--- config.mk ---
export PLATFORM = sky130hd
export DESIGN_NAME = multicycle_sequencer
export DESIGN_NICKNAME = d
export VERILOG_FILES = /design/src/rtl/multicycle_pkg.sv /design/src/rtl/instr_decode.sv /design/src/rtl/multicycle_sequencer.sv
export SDC_FILE = /design/constraint.sdc
export NUM_CORES = 1
export LEC_CHECK = 0
export BUFFER_PORTS_ARGS = -buffer_cell sky130_fd_sc_hd__buf_2
export CORE_AREA = 2 2 88 90
export CTS_BUF_LIST = sky130_fd_sc_hd__clkbuf_4
export DETAILED_ROUTE_END_ITERATION = 10
export DIE_AREA = 0 0 90 92
export PLACE_DENSITY = 0.75
export SYNTH_ARGS = -nofsm -noshare
export SYNTH_HDL_FRONTEND = slang
export SYNTH_SLANG_ARGS = --single-unit
--- constraint.sdc ---
create_clock -name clk -period 1.9 [get_ports clk]
set_input_delay 0.095 -clock clk [delete_from_list [all_inputs] [get_ports clk]]
set_output_delay 0.095 -clock clk [all_outputs]
set_load 0.1 [all_outputs]
--- src/rtl/multicycle_pkg.sv ---
// Shared types and encodings for the multicycle sequencer: FSM states,
// instruction field constants and ALU operation codes.
package multicycle_pkg;

    typedef enum logic [2:0] {
        S_IDLE   = 3'd0,
        S_FETCH  = 3'd1,
        S_DECODE = 3'd2,
        S_EXEC   = 3'd3,
        S_WB     = 3'd4
    } state_t;

    localparam logic [6:0] OP_R = 7'b0110011;
    localparam logic [6:0] OP_I = 7'b0010011;

    localparam logic [2:0] F3_ADD = 3'b000;
    localparam logic [2:0] F3_AND = 3'b111;
    localparam logic [2:0] F3_OR  = 3'b110;
    localparam logic [2:0] F3_XOR = 3'b100;
    localparam logic [2:0] F3_SLT = 3'b010;

    localparam logic [6:0] F7_BASE = 7'b0000000;
    localparam logic [6:0] F7_SUB  = 7'b0100000;

    localparam logic [2:0] ULA_ADD = 3'b000;
    localparam logic [2:0] ULA_SUB = 3'b001;
    localparam logic [2:0] ULA_AND = 3'b010;
    localparam logic [2:0] ULA_OR  = 3'b011;
    localparam logic [2:0] ULA_XOR = 3'b100;
    localparam logic [2:0] ULA_SLT = 3'b101;

endpackage

--- src/rtl/instr_decode.sv ---
// Combinational decode of a 32-bit instruction word into ALU controls,
// write enable and an illegal-encoding flag.
module instr_decode
    import multicycle_pkg::*;
(
    input  logic [31:0] ir,
    output logic [2:0]  ula_control,
    output logic        ula_src,
    output logic        wr_en,
    output logic        illegal
);

    logic [6:0] op;
    logic [2:0] funct3;
    logic [6:0] funct7;

    assign op     = ir[6:0];
    assign funct3 = ir[14:12];
    assign funct7 = ir[31:25];

    always_comb begin
        // Anything not matched below falls through as illegal with neutral controls.
        ula_control = ULA_ADD;
        ula_src     = 1'b0;
        wr_en       = 1'b0;
        illegal     = 1'b1;
        if (op == OP_R) begin
            if (funct7 == F7_BASE) begin
                illegal = 1'b0;
                wr_en   = 1'b1;
                case (funct3)
                    F3_ADD:  ula_control = ULA_ADD;
                    F3_AND:  ula_control = ULA_AND;
                    F3_OR:   ula_control = ULA_OR;
                    F3_XOR:  ula_control = ULA_XOR;
                    F3_SLT:  ula_control = ULA_SLT;
                    default: begin
                        illegal = 1'b1;
                        wr_en   = 1'b0;
                    end
                endcase
            end else if (funct7 == F7_SUB && funct3 == F3_ADD) begin
                ula_control = ULA_SUB;
                illegal     = 1'b0;
                wr_en       = 1'b1;
            end
        end else if (op == OP_I && funct3 == F3_ADD) begin
            ula_control = ULA_ADD;
            ula_src     = 1'b1;
            illegal     = 1'b0;
            wr_en       = 1'b1;
        end
    end

endmodule

--- src/rtl/multicycle_sequencer.sv ---
// Multicycle instruction sequencer: fetches over req/ack, decodes, and steps
// each instruction through FETCH/DECODE/EXEC/WB, owning PC and status counters.
module multicycle_sequencer
    import multicycle_pkg::*;
#(
    parameter int              PC_W     = 8,
    parameter logic [PC_W-1:0] RESET_PC = '0
) (
    input  logic            clk,
    input  logic            rst,
    input  logic            run,
    input  logic            imem_ack,
    input  logic [31:0]     imem_rdata,
    output logic            imem_req,
    output logic [PC_W-1:0] pc,
    output logic [2:0]      ULAControl,
    output logic            ULASrc,
    output logic            RegWrite,
    output logic [4:0]      rs1,
    output logic [4:0]      rs2,
    output logic [4:0]      rd,
    output logic [11:0]     imm,
    output logic            busy,
    output logic            illegal,
    output logic [15:0]     retired
);

    localparam logic [PC_W-1:0] PC_STEP = PC_W'(4);

    state_t      state;
    state_t      state_next;
    logic [31:0] ir;
    logic        wr_q;

    logic [2:0]  dec_control;
    logic        dec_src;
    logic        dec_wr;
    logic        dec_illegal;

    function automatic logic [15:0] sat_inc(input logic [15:0] v);
        return (v == 16'hFFFF) ? v : v + 16'd1;
    endfunction

    instr_decode u_decode (
        .ir          (ir),
        .ula_control (dec_control),
        .ula_src     (dec_src),
        .wr_en       (dec_wr),
        .illegal     (dec_illegal)
    );

    always_ff @(posedge clk) begin
        if (rst) begin
            state <= S_IDLE;
        end else begin
            state <= state_next;
        end
    end

    always_comb begin
        state_next = state;
        imem_req   = 1'b0;
        busy       = 1'b1;
        RegWrite   = 1'b0;
        case (state)
            S_IDLE: begin
                busy = 1'b0;
                if (run) state_next = S_FETCH;
            end
            S_FETCH: begin
                imem_req = 1'b1;
                if (imem_ack) state_next = S_DECODE;
            end
            S_DECODE: state_next = S_EXEC;
            S_EXEC:   state_next = S_WB;
            S_WB: begin
                RegWrite   = wr_q;
                state_next = run ? S_FETCH : S_IDLE;
            end
            default: state_next = S_IDLE;
        endcase
    end

    always_ff @(posedge clk) begin
        if (rst) begin
            ir         <= '0;
            pc         <= RESET_PC;
            ULAControl <= ULA_ADD;
            ULASrc     <= 1'b0;
            wr_q       <= 1'b0;
            rs1        <= '0;
            rs2        <= '0;
            rd         <= '0;
            imm        <= '0;
            illegal    <= 1'b0;
            retired    <= '0;
        end else begin
            if (state == S_FETCH && imem_ack) begin
                ir <= imem_rdata;
            end
            // Controls and fields are captured once here and held through WB.
            if (state == S_DECODE) begin
                ULAControl <= dec_control;
                ULASrc     <= dec_src;
                wr_q       <= dec_wr;
                rs1        <= ir[19:15];
                rs2        <= ir[24:20];
                rd         <= ir[11:7];
                imm        <= ir[31:20];
                if (dec_illegal) illegal <= 1'b1;
            end
            if (state == S_WB) begin
                pc <= pc + PC_STEP;
                if (wr_q) retired <= sat_inc(retired);
            end
        end
    end

endmodule

==> flow_metrics.py <==
metrics = {
    "outcome": {
        "status": "completed",
    },
    "power_and_ir_drop": {
        "clockPowerShare_pct": 29.6,
        "pwr-share-seq_pct": 58.2,
        "p_int_mw": 2.23,
        "sw_frac_of_total_pct": 29.3,
        "power_density_nw_per_um2": 682,
        "combPwrFrac_pct": 12.2,
        "power_switching_mw": 0.925,
        "peakVddDrop_uv": 509,
        "p_leak_nw": 1.95,
    },
    "die": {
        "ios": 95,
        "rows": 32,
        "fp.dieW_um": 90,
        "dieArea_um2": 8280,
        "core_um2": 7450,
        "dieHeight_um": 92,
        "initial_core_util_pct": 47.8,
    },
    "placement": {
        "dp.cells": 608,
        "dp_slack_ns": 0.204,
        "post-dp-hpwl_um": 5500,
        "placed_cell_area_um2": 4170,
        "routabilityCongestion": 0.804,
        "port_buffers": 92,
    },
    "clocking": {
        "cts_resized": 0,
        "clk_pin_slew_ns": 0.13,
        "cts_tree": "built",
        "cts_root_buffer": "clkbuf_4",
        "cts_max_level": 3,
        "cts.sinks": 85,
        "hold_buffers": 33,
        "insertion_delay_ns": 0.43,
        "numCtsBuffers": 9,
        "cts_setup_buffers": 0,
        "cts_buffer_depth": 2,
    },
    "final_layout": {
        "final_cell_mix": "122 x nand2_1, 91 x buf_2, 72 x a21oi_1",
        "diodes": 0,
        "nets": 588,
        "layout_commonest_cell": "nand2_1",
        "fin_area_um2": 4620,
        "area_growth_pct": 29.8,
        "final_layout_size_suffix_gt1_share_pct": 28.6,
        "fin_cells": 657,
    },
    "detailed_routing": {
        "via_per_inst": 4.91,
        "drt_iter0_markers": 103,
        "via_count": 3229,
        "ant_nets": 0,
        "wl_per_cell_um": 12.2,
        "drc": 0,
        "drtPass1Iterations": 4,
        "postRouteWirelength_um": 8030,
    },
    "timing": {
        "hold_slack_ns": 0.0391,
        "drv_slew": 0,
        "setup_tns_ns": 0,
        "skew_ns": 0.0225,
        "slew_headroom_pct": 58.0,
        "tightestPinTransition_ns": 0.631,
        "min_period_ns": 1.73,
        "finalHoldViolCount": 0,
        "rsz0062_at_grt": "false",
        "min_period_over_period_pct": 90.8,
        "finalSetupViolCount": 0,
        "layout_setup_ws_ns": 0.175,
        "clock.fmax_ghz": 0.580,
    },
    "synthesis": {
        "netlist_area_um2": 3560,
        "ys_ff_latch": 85,
        "synth.distinct_cells": 48,
        "syn_avg_cell_area_um2": 8.21,
        "synth_edf_count": 0,
        "netlist_instances": 434,
        "seq_area_frac_synth_pct": 47.8,
        "synthArstFlopShare_pct": 0,
        "synthFlopType": "dfxtp_1",
        "yosysWarnings": 0,
    },
    "worst_hold_path": {
        "hold_class": "in2reg",
        "hold_depth": 3,
        "hold_start": "imem_ack",
        "whs_endpoint": "state[1]$_SDFFE_PP0P_",
    },
    "critical_path": {
        "max_stage_delay_ns": 0.45,
        "path_buf_inv": 0,
        "worstPathCellList": "nor4b_1, and4b_1, or4b_1, a21oi_1",
        "r2r_end": "ULAControl[0]$_SDFFE_PP0P_",
        "cp_slowest_cell": "or4b_1",
        "r2r_setup_slack_ns": 0.17,
        "reg2reg_depth": 4,
        "crit_required_ns": 2.26,
        "path_max_fanout": 4,
        "cp.arrival_ns": 2.09,
        "start_kind": "flop",
        "path_delay_family": "simple AND/OR/NAND/NOR gates",
        "r2r-start": "ir[2]$_SDFFE_PP0P_",
        "path_class": "reg2reg",
        "critPathCaptureType": "flop",
    },
    "grt": {
        "grt_overflow_total": 0,
        "grt_pass1_wl_um": 13500,
        "grt_pass1_vias": 3071,
        "track_usage_pct": 20.0,
        "grt_max_degree": 42,
        "antenna_found_initial": 0,
    },
    "run": {
        "drv_cap": 0,
    },
}
[cell usage after synthesis (all sizes together) (2+ instances only)]
cell    number  area, um^2
nand2      124         480
dfxtp       85        1700
a21oi       72         360
nor2        23        86.3
clkbuf      19        71.3
buf         15         103
nor2b       12        75.1
mux2        10         113
nand4       10        77.6
inv          4        15.0
or4          4        30.0
xor2         4        35.0
a211oi       3        22.5
nand3        3        15.0
nor3         3        15.0
nor3b        3        33.8
nor4b        3        41.3
o21ai        3        15.0
o31ai        3        22.5
or2          3        18.8
or3          3        18.8
and2         2        12.5
and3         2        12.5
and4         2        17.5
ha           2        25.0
mux2i        2        20.0
xnor2        2        17.5
[stage by stage]
step	power [mW]	utilization, %
final	3.15	62.1
after global routing	3.30	62.1
after CTS	3.19	62.1
after detailed placement	2.21	56.0
after global placement	2.20	56.0
after floorplan	2.12	-
[worst min-delay path, stage by stage]
cell and delay, ns:
buf_2 0.11, nand3b_1 0.13, a211oi_1 0.09
[layer usage]
metal | track usage (%) | part of all wire (%) | vias up | wire (um)
li1 | - | - | 1685 | -
met1 | 24.2 | 45 | 1461 | 3610
met2 | 35.3 | 50 | 69 | 3980
met3 | 3.04 | 3.4 | 14 | 277
met4 | 8.59 | 2.1 | 0 | 170
met5 | 0 | 0 | - | 0
[power by group through the flow]
stage,Sequential (mW),Clock (mW),Combinational [mW]
2_1_floorplan,1.90,0,0.224
3_3_place_gp,1.87,0,0.330
3_5_place_dp,1.88,0,0.334
4_1_cts,1.84,0.969,0.386
5_1_grt,1.84,1.03,0.422
6_report,1.84,0.933,0.385
[flip-flops by register name (all words and copies together), names as in the netlist]
signal      count
state           3
retired        16
ULAControl      3
ir             32
rs2             4
rd              5
ULASrc          1
pc              6
rs1             5
wr_q            1
imm             8
illegal         1
[worst max path at each step]
| stage | slack (ns) | depth (start not counted) | end | start |
|---|---|---|---|---|
| CTS | 0.17 | 3 | busy | state[2]$_SDFFE_PP0P_ |
| detailed placement | 0.20 | 5 | retired[6]$_SDFFE_PP0P_ | retired[10]$_SDFFE_PP0P_ |
| global route | 0.05 | 4 | ULAControl[0]$_SDFFE_PP0P_ | ir[2]$_SDFFE_PP0P_ |
| floorplan | 0.01 | 6 | retired[2]$_SDFFE_PP0P_ | retired[1]$_SDFFE_PP0P_ |
| global placement | 0.24 | 4 | retired[11]$_SDFFE_PP0P_ | retired[6]$_SDFFE_PP0P_ |
| finish | 0.17 | 4 | ULAControl[0]$_SDFFE_PP0P_ | ir[2]$_SDFFE_PP0P_ |
[kinds of logic (layout without fill, tap and decap cells)]
| family | after synthesis | count (layout) | share of synthesized area [%] |
|---|---|---|---|
| AOI/OAI and AO/OA | 86 | 86 | 13.0 |
| xor gates and xnor gates | 6 | 6 | 1.47 |
| adders and majority gates | 2 | 2 | 0.702 |
| buffers and inverters | 39 | 159 | 5.55 |
| DFF | 85 | 85 | 47.8 |
| muxes | 12 | 12 | 3.72 |
| other | 1 | 2 | 0.105 |
| and+or+nand+nor | 203 | 203 | 27.7 |
[final cells by class]
class | count | area (um^2)
Clock buffer | 9 | 67.6
Clock inverter | 7 | 55.1
Fill cell | 692 | 2820
Inverter | 5 | 23.8
Multi-Input combinational cell | 311 | 1680
Sequential cell | 85 | 1760
Tap cell | 102 | 128
Timing Repair Buffer | 138 | 916
Note: power is estimated with default switching activity, not from simulation.
